--- src/rtl/mips_pkg.sv ---
// Shared MIPS core constants and types.
// Includes the instruction-memory loader state encoding.
package mips_pkg;

    localparam int PC_WIDTH    = 32;
    localparam int INSTR_WIDTH = 32;
    localparam int IMEM_DEPTH  = 64;

    // sll $0,$0,0
    localparam logic [31:0] NOP = 32'h0000_0000;

    typedef enum logic [1:0] {
        LD_LOAD,
        LD_RUN,
        LD_ERR
    } loader_state_t;

    // Move a partially assembled word to the top, zero-filling the low bytes.
    function automatic logic [31:0] left_justify(
        input logic [31:0] bytes_in,
        input logic [1:0]  last_idx
    );
        return bytes_in << {~last_idx, 3'b000};
    endfunction

endpackage

--- src/rtl/imem_array.sv ---
// Instruction word storage: one synchronous write port,
// one asynchronous read port, contents not reset.
module imem_array #(
    parameter int DEPTH = 64,
    parameter int WIDTH = 32,
    parameter int AW    = $clog2(DEPTH)
) (
    input  logic             clk,
    input  logic             we,
    input  logic [AW-1:0]    waddr,
    input  logic [WIDTH-1:0] wdata,
    input  logic [AW-1:0]    raddr,
    output logic [WIDTH-1:0] rdata
);

    logic [WIDTH-1:0] mem [DEPTH];

    always_ff @(posedge clk) begin
        if (we) begin
            mem[waddr] <= wdata;
        end
    end

    assign rdata = mem[raddr];

endmodule

--- src/rtl/imem_loader.sv ---
// Instruction memory for mips_core, filled by a byte-serial stream
// before the core is released from reset.
module imem_loader
    import mips_pkg::*;
#(
    parameter int DEPTH       = IMEM_DEPTH,
    parameter int PC_WIDTH    = mips_pkg::PC_WIDTH,
    parameter int INSTR_WIDTH = mips_pkg::INSTR_WIDTH
) (
    input  logic                   clk,
    input  logic                   rst,
    input  logic                   load_valid,
    output logic                   load_ready,
    input  logic [7:0]             load_byte,
    input  logic                   load_last,
    input  logic                   reload,
    output logic                   core_run,
    output logic                   load_err,
    input  logic [PC_WIDTH-1:0]    pc,
    output logic [INSTR_WIDTH-1:0] instr,
    output logic                   pc_misalign
);

    localparam int AW = $clog2(DEPTH);
    localparam logic [AW:0] FULL = (AW + 1)'(DEPTH);

    loader_state_t state;
    loader_state_t state_n;

    logic [1:0]  byte_cnt;
    logic [AW-1:0] wr_addr;
    logic [AW:0] word_count;
    logic [23:0] word_buf;

    logic accept;
    logic wr_en;
    logic overflow;
    logic [31:0] wr_word;

    logic [AW-1:0] idx;
    logic in_range;
    logic hit;
    logic [INSTR_WIDTH-1:0] rd_word;

    assign load_ready = (state == LD_LOAD);
    assign accept     = load_valid && load_ready;

    // Byte position k of the incoming byte is byte_cnt; shift left-justifies short words.
    assign wr_word = left_justify({word_buf, load_byte}, byte_cnt);

    always_comb begin
        state_n  = state;
        wr_en    = 1'b0;
        overflow = 1'b0;
        if (reload) begin
            state_n = LD_LOAD;
        end else begin
            unique case (state)
                LD_LOAD: begin
                    if (accept) begin
                        if (word_count == FULL) begin
                            overflow = 1'b1;
                            state_n  = LD_ERR;
                        end else begin
                            wr_en = load_last || (byte_cnt == 2'd3);
                            if (load_last) begin
                                state_n = LD_RUN;
                            end
                        end
                    end
                end
                LD_RUN: state_n = LD_RUN;
                LD_ERR: state_n = LD_ERR;
                default: state_n = LD_LOAD;
            endcase
        end
    end

    always_ff @(posedge clk or posedge rst) begin
        if (rst) begin
            state      <= LD_LOAD;
            byte_cnt   <= 2'd0;
            wr_addr    <= '0;
            word_count <= '0;
            word_buf   <= 24'h0;
            core_run   <= 1'b0;
            load_err   <= 1'b0;
        end else begin
            state    <= state_n;
            core_run <= !reload && (state == LD_RUN);
            if (reload) begin
                byte_cnt   <= 2'd0;
                wr_addr    <= '0;
                word_count <= '0;
                load_err   <= 1'b0;
            end else if (overflow) begin
                load_err <= 1'b1;
            end else if (accept) begin
                word_buf <= {word_buf[15:0], load_byte};
                byte_cnt <= load_last ? 2'd0 : byte_cnt + 2'd1;
                if (wr_en) begin
                    wr_addr    <= wr_addr + 1'b1;
                    word_count <= word_count + 1'b1;
                end
            end
        end
    end

    imem_array #(
        .DEPTH (DEPTH),
        .WIDTH (INSTR_WIDTH),
        .AW    (AW)
    ) u_array (
        .clk   (clk),
        .we    (wr_en),
        .waddr (wr_addr),
        .wdata (INSTR_WIDTH'(wr_word)),
        .raddr (idx),
        .rdata (rd_word)
    );

    // Anything outside the loaded image reads as a NOP.
    assign idx      = pc[AW+1:2];
    assign in_range = ((pc >> (AW + 2)) == '0);
    assign hit      = (state == LD_RUN)
                   && (pc[1:0] == 2'b00)
                   && in_range
                   && ({1'b0, idx} < word_count);

    assign instr       = hit ? rd_word : INSTR_WIDTH'(NOP);
    assign pc_misalign = core_run && (pc[1:0] != 2'b00);

endmodule

--- config.mk ---
export PLATFORM = sky130hd
export DESIGN_NAME = imem_loader
export DESIGN_NICKNAME = d
export VERILOG_FILES = /design/src/rtl/mips_pkg.sv /design/src/rtl/imem_array.sv /design/src/rtl/imem_loader.sv
export SDC_FILE = /design/constraint.sdc
export NUM_CORES = 2
export LEC_CHECK = 0
export CAP_MARGIN = 0
export CORE_MARGIN = 2
export CORE_UTILIZATION = 55
export CTS_BUF_LIST = sky130_fd_sc_hd__clkbuf_8 sky130_fd_sc_hd__clkbuf_16
export DETAILED_ROUTE_END_ITERATION = 10
export PLACE_DENSITY_LB_ADDON = 0.05
export REMOVE_ABC_BUFFERS = 1
export SLEW_MARGIN = 5
export SYNTH_ARGS = -nofsm -noshare
export SYNTH_HDL_FRONTEND = slang
export SYNTH_SLANG_ARGS = --single-unit
--- constraint.sdc ---
create_clock -name clk -period 5.11 [get_ports clk]
set_clock_uncertainty 0.15 [all_clocks]
set_input_delay 1.022 -clock clk [delete_from_list [all_inputs] [get_ports clk]]
set_output_delay 1.022 -clock clk [all_outputs]
set_load 0.05 [all_outputs]
==> summary.txt <==
status: completed
most frequent cells in the layout: edfxtp_1 (2048), mux4_2 (471), buf_4 (344)
die area: 0.151 sq mm
routed len/inst: 37.7 microns
initial antenna violation count: 11
period utilization: 0.984
Power Dens Cells: 374 mW/mm^2
Root Driver: clkbuf_16
GR Overflow Total: 0
Synth Cell Area: 0.0813 sq mm
flops & latches, synth: 2091
Final Util: 0.643
Least-Margin Pin Slew: 1.36 ns
Slew Limit Fails: 0
Top Ports: 81
clock power share: 0.415
CP Capture Type: output pin
Max Clk Rate: 199 MHz
combinational power share: 0.052
Synth Flop Type: edfxtp_1
dpl hpwl: 145000 microns
# H-tree levels: 4
iteration-0 DRC count of the detailed router: 6272
hold crit path type: flip-flop to flip-flop
CTS sink count: 2091
sw frac: 0.211
post-synthesis cell type count: 71
ys async rst share: 0.0206
input/output buffers: 80
crit start category: input port
Max stage delay cell, worst path: mux4_2
Ys Warns: 0
pin count of the biggest net entering global routing: 65
vias in the first global route: 42600
Vias: 42700
CP max FO: 32
via/cell ratio: 6.77
first-pass GRT wire length: 330000 microns
worst endpoint required time: 3.94 ns
top routing layer in use: met5
Post-CTS Setup Inserts: 0
CTS tree: yes
GP Congestion: 0.839
worst path cell trace: buf_8 > buf_12 > buf_12 > buf_4 > mux4_2 > mux4_2 > nor2_1 > nor3_1 > buf_4 > buf_12
routed wl met3: 23500 microns
Total Wirelength: 238000 microns
clk slew on worst S/H paths: 0.06 ns
Reg power frac: 0.533
Synth-to-Final Area Change: 16.5%
die width: 388 microns
Starting Density: 0.552
Rel. slew slack: 0.0932
RSZ-0062 raised after global routing: no
M1 WL: 92300 microns
Setup violations, final: 0
drt pass-1 iters: 5
Nets: 4267
maxcap violations: 0
Hold Slack: 0.364 ns
Synth Instances: 3725
GR Util All Layers: 0.318
Hold-fix buffers, CTS: 0
cell mode on critical path: buf_12
Lkg Pwr: 32.1 nW
CP peak stage delay: 0.58 ns
NetSw: 0.00748 W
critical path arrival: 3.85 ns
most common cell after layout, fill and taps aside: edfxtp_1
Avg Synthesized Cell Area: 21.8 sq um
die height: 388 microns
met2 WL: 114000 microns
FP Rows: 141
maximum VDD drop: 0.000348 V
share of layout cells above drive strength 1: 0.320
DRT antenna net count: 0
Power Internal: 0.0280 W
CTS buffer count: 206
Worst-Skew Late Latency: 0.82 ns
worst-case clock buffer depth: 3
Period minus WS final: 5.03 ns
Final Hold Viols: 0
core area: 0.147 sq mm
share of the yosys chip area belonging to registers: 0.770
Worst Path Class, Setup: input port to output pin
DRC violations left: 0
Post-synth EDFFs: 2048
[cells in the mapped netlist, drive strengths merged, types with 5 or more instances]
cell,n,area share
edfxtp,2048,0.76
mux4,481,0.13
nor2,151,0.0070
buf,149,0.014
mux2i,144,0.018
a22oi,79,0.0073
nand2,76,0.0035
a21oi,72,0.0044
mux2,65,0.0090
clkbuf,64,0.0030
dfrtp,43,0.013
o21ai,41,0.0025
o22ai,30,0.0023
nor2b,23,0.0018
nor4,18,0.0014
nand3,17,0.0010
nor3,17,0.0010
a221oi,16,0.0017
a22o,16,0.0017
and3,15,0.0012
a31oi,13,0.0010
a2111oi,11,0.0014
a211oi,11,0.0010
and2,11,0.00085
inv,11,0.00051
ha,9,0.0014
nand4,9,0.00069
o221ai,9,0.00097
a32oi,8,0.00086
a311oi,7,0.00083
xnor2,7,0.00075
o211ai,5,0.00046
[per-stage QoR]
| stage | setup WS, ns | TNS [ns] | total power (W) | cell area (sq um) | cells |
|---|---|---|---|---|---|
| 6_report | 0.0831 | 0 | 0.0354 | 94700 | 6309 |
| 5_1_grt | 0.0190 | 0 | 0.0363 | 94700 | 6308 |
| 4_1_cts | 0.0384 | 0 | 0.0356 | 94700 | 6308 |
| 3_5_place_dp | -0.205 | -0.533 | 0.0211 | 88100 | 5935 |
| 3_3_place_gp | -0.279 | -0.560 | 0.0210 | 88100 | 5935 |
| 2_1_floorplan | -1.17 | -3.88 | 0.0200 | 79900 | 3512 |
[flip-flops by register name (all words and copies together) (netlist names)]
name         count
u_array.mem   2048
state            2
core_run         1
wr_addr          6
word_buf        24
word_count       7
load_err         1
byte_cnt         2
[layer usage]
| layer | GRT usage | vias to the layer above |
|---|---|---|
| met5 | 0 | - |
| met4 | 0.0974 | 8 |
| met3 | 0.0524 | 407 |
| met2 | 0.507 | 2609 |
| met1 | 0.458 | 23000 |
| li1 | - | 16700 |
[final cells by class]
type | count | area (sq um)
sequential | 2091 | 62600
fill | 9666 | 52600
multi-input combinational | 1409 | 18000
clock buffer | 216 | 5370
timing repair buffer | 493 | 5120
tap | 1930 | 2410
clock inverter | 157 | 1180
inverter | 12 | 45.0
antenna | 1 | 2.50
[power by group through the flow]
stage	Combinational (W)	Clock, W	Sequential, W
after floorplan	0.000756	0	0.0193
after global placement	0.00179	0	0.0192
after detailed placement	0.00183	0	0.0193
after CTS	0.00183	0.0149	0.0189
after global routing	0.00192	0.0155	0.0189
final	0.00184	0.0147	0.0189
[path summary, 6_finish.rpt]
path	startpoint	to	slack (ns)	depth (start not counted)
min in group asynchronous	rst	word_buf[19]	0.69	2
max in group asynchronous	rst	byte_cnt[0]	3.41	2
min reg2reg	word_buf[16]	word_buf[16]	0.36	1
min	word_buf[16]	word_buf[16]	0.36	1
max reg2reg	byte_cnt[1]	u_array.mem[12][18]	1.48	4
max	pc[4]	instr[21]	0.08	10
[logic make-up after synthesis]
group	count (synthesis)	share of synthesized area
AOI/OAI and AO/OA	339	0.0289
xor gates and xnor gates	10	0.00108
adders and majority gates	9	0.00139
buffers and inverters	225	0.0180
DFF	2091	0.770
muxes	690	0.160
and+or+nand+nor	361	0.0207
[critical path, delay by kind of cell]
kind	cells	cell delay, ns
muxes	2	0.89
and+or+nand+nor	2	0.45
buffers and inverters	6	1.39
[what timing repair did]
item,in CTS,in global routing
setup endpoints to repair,3,3
resized for setup,7,3
hold endpoints to repair,0,0
Note: power is estimated with default switching activity, not from simulation.
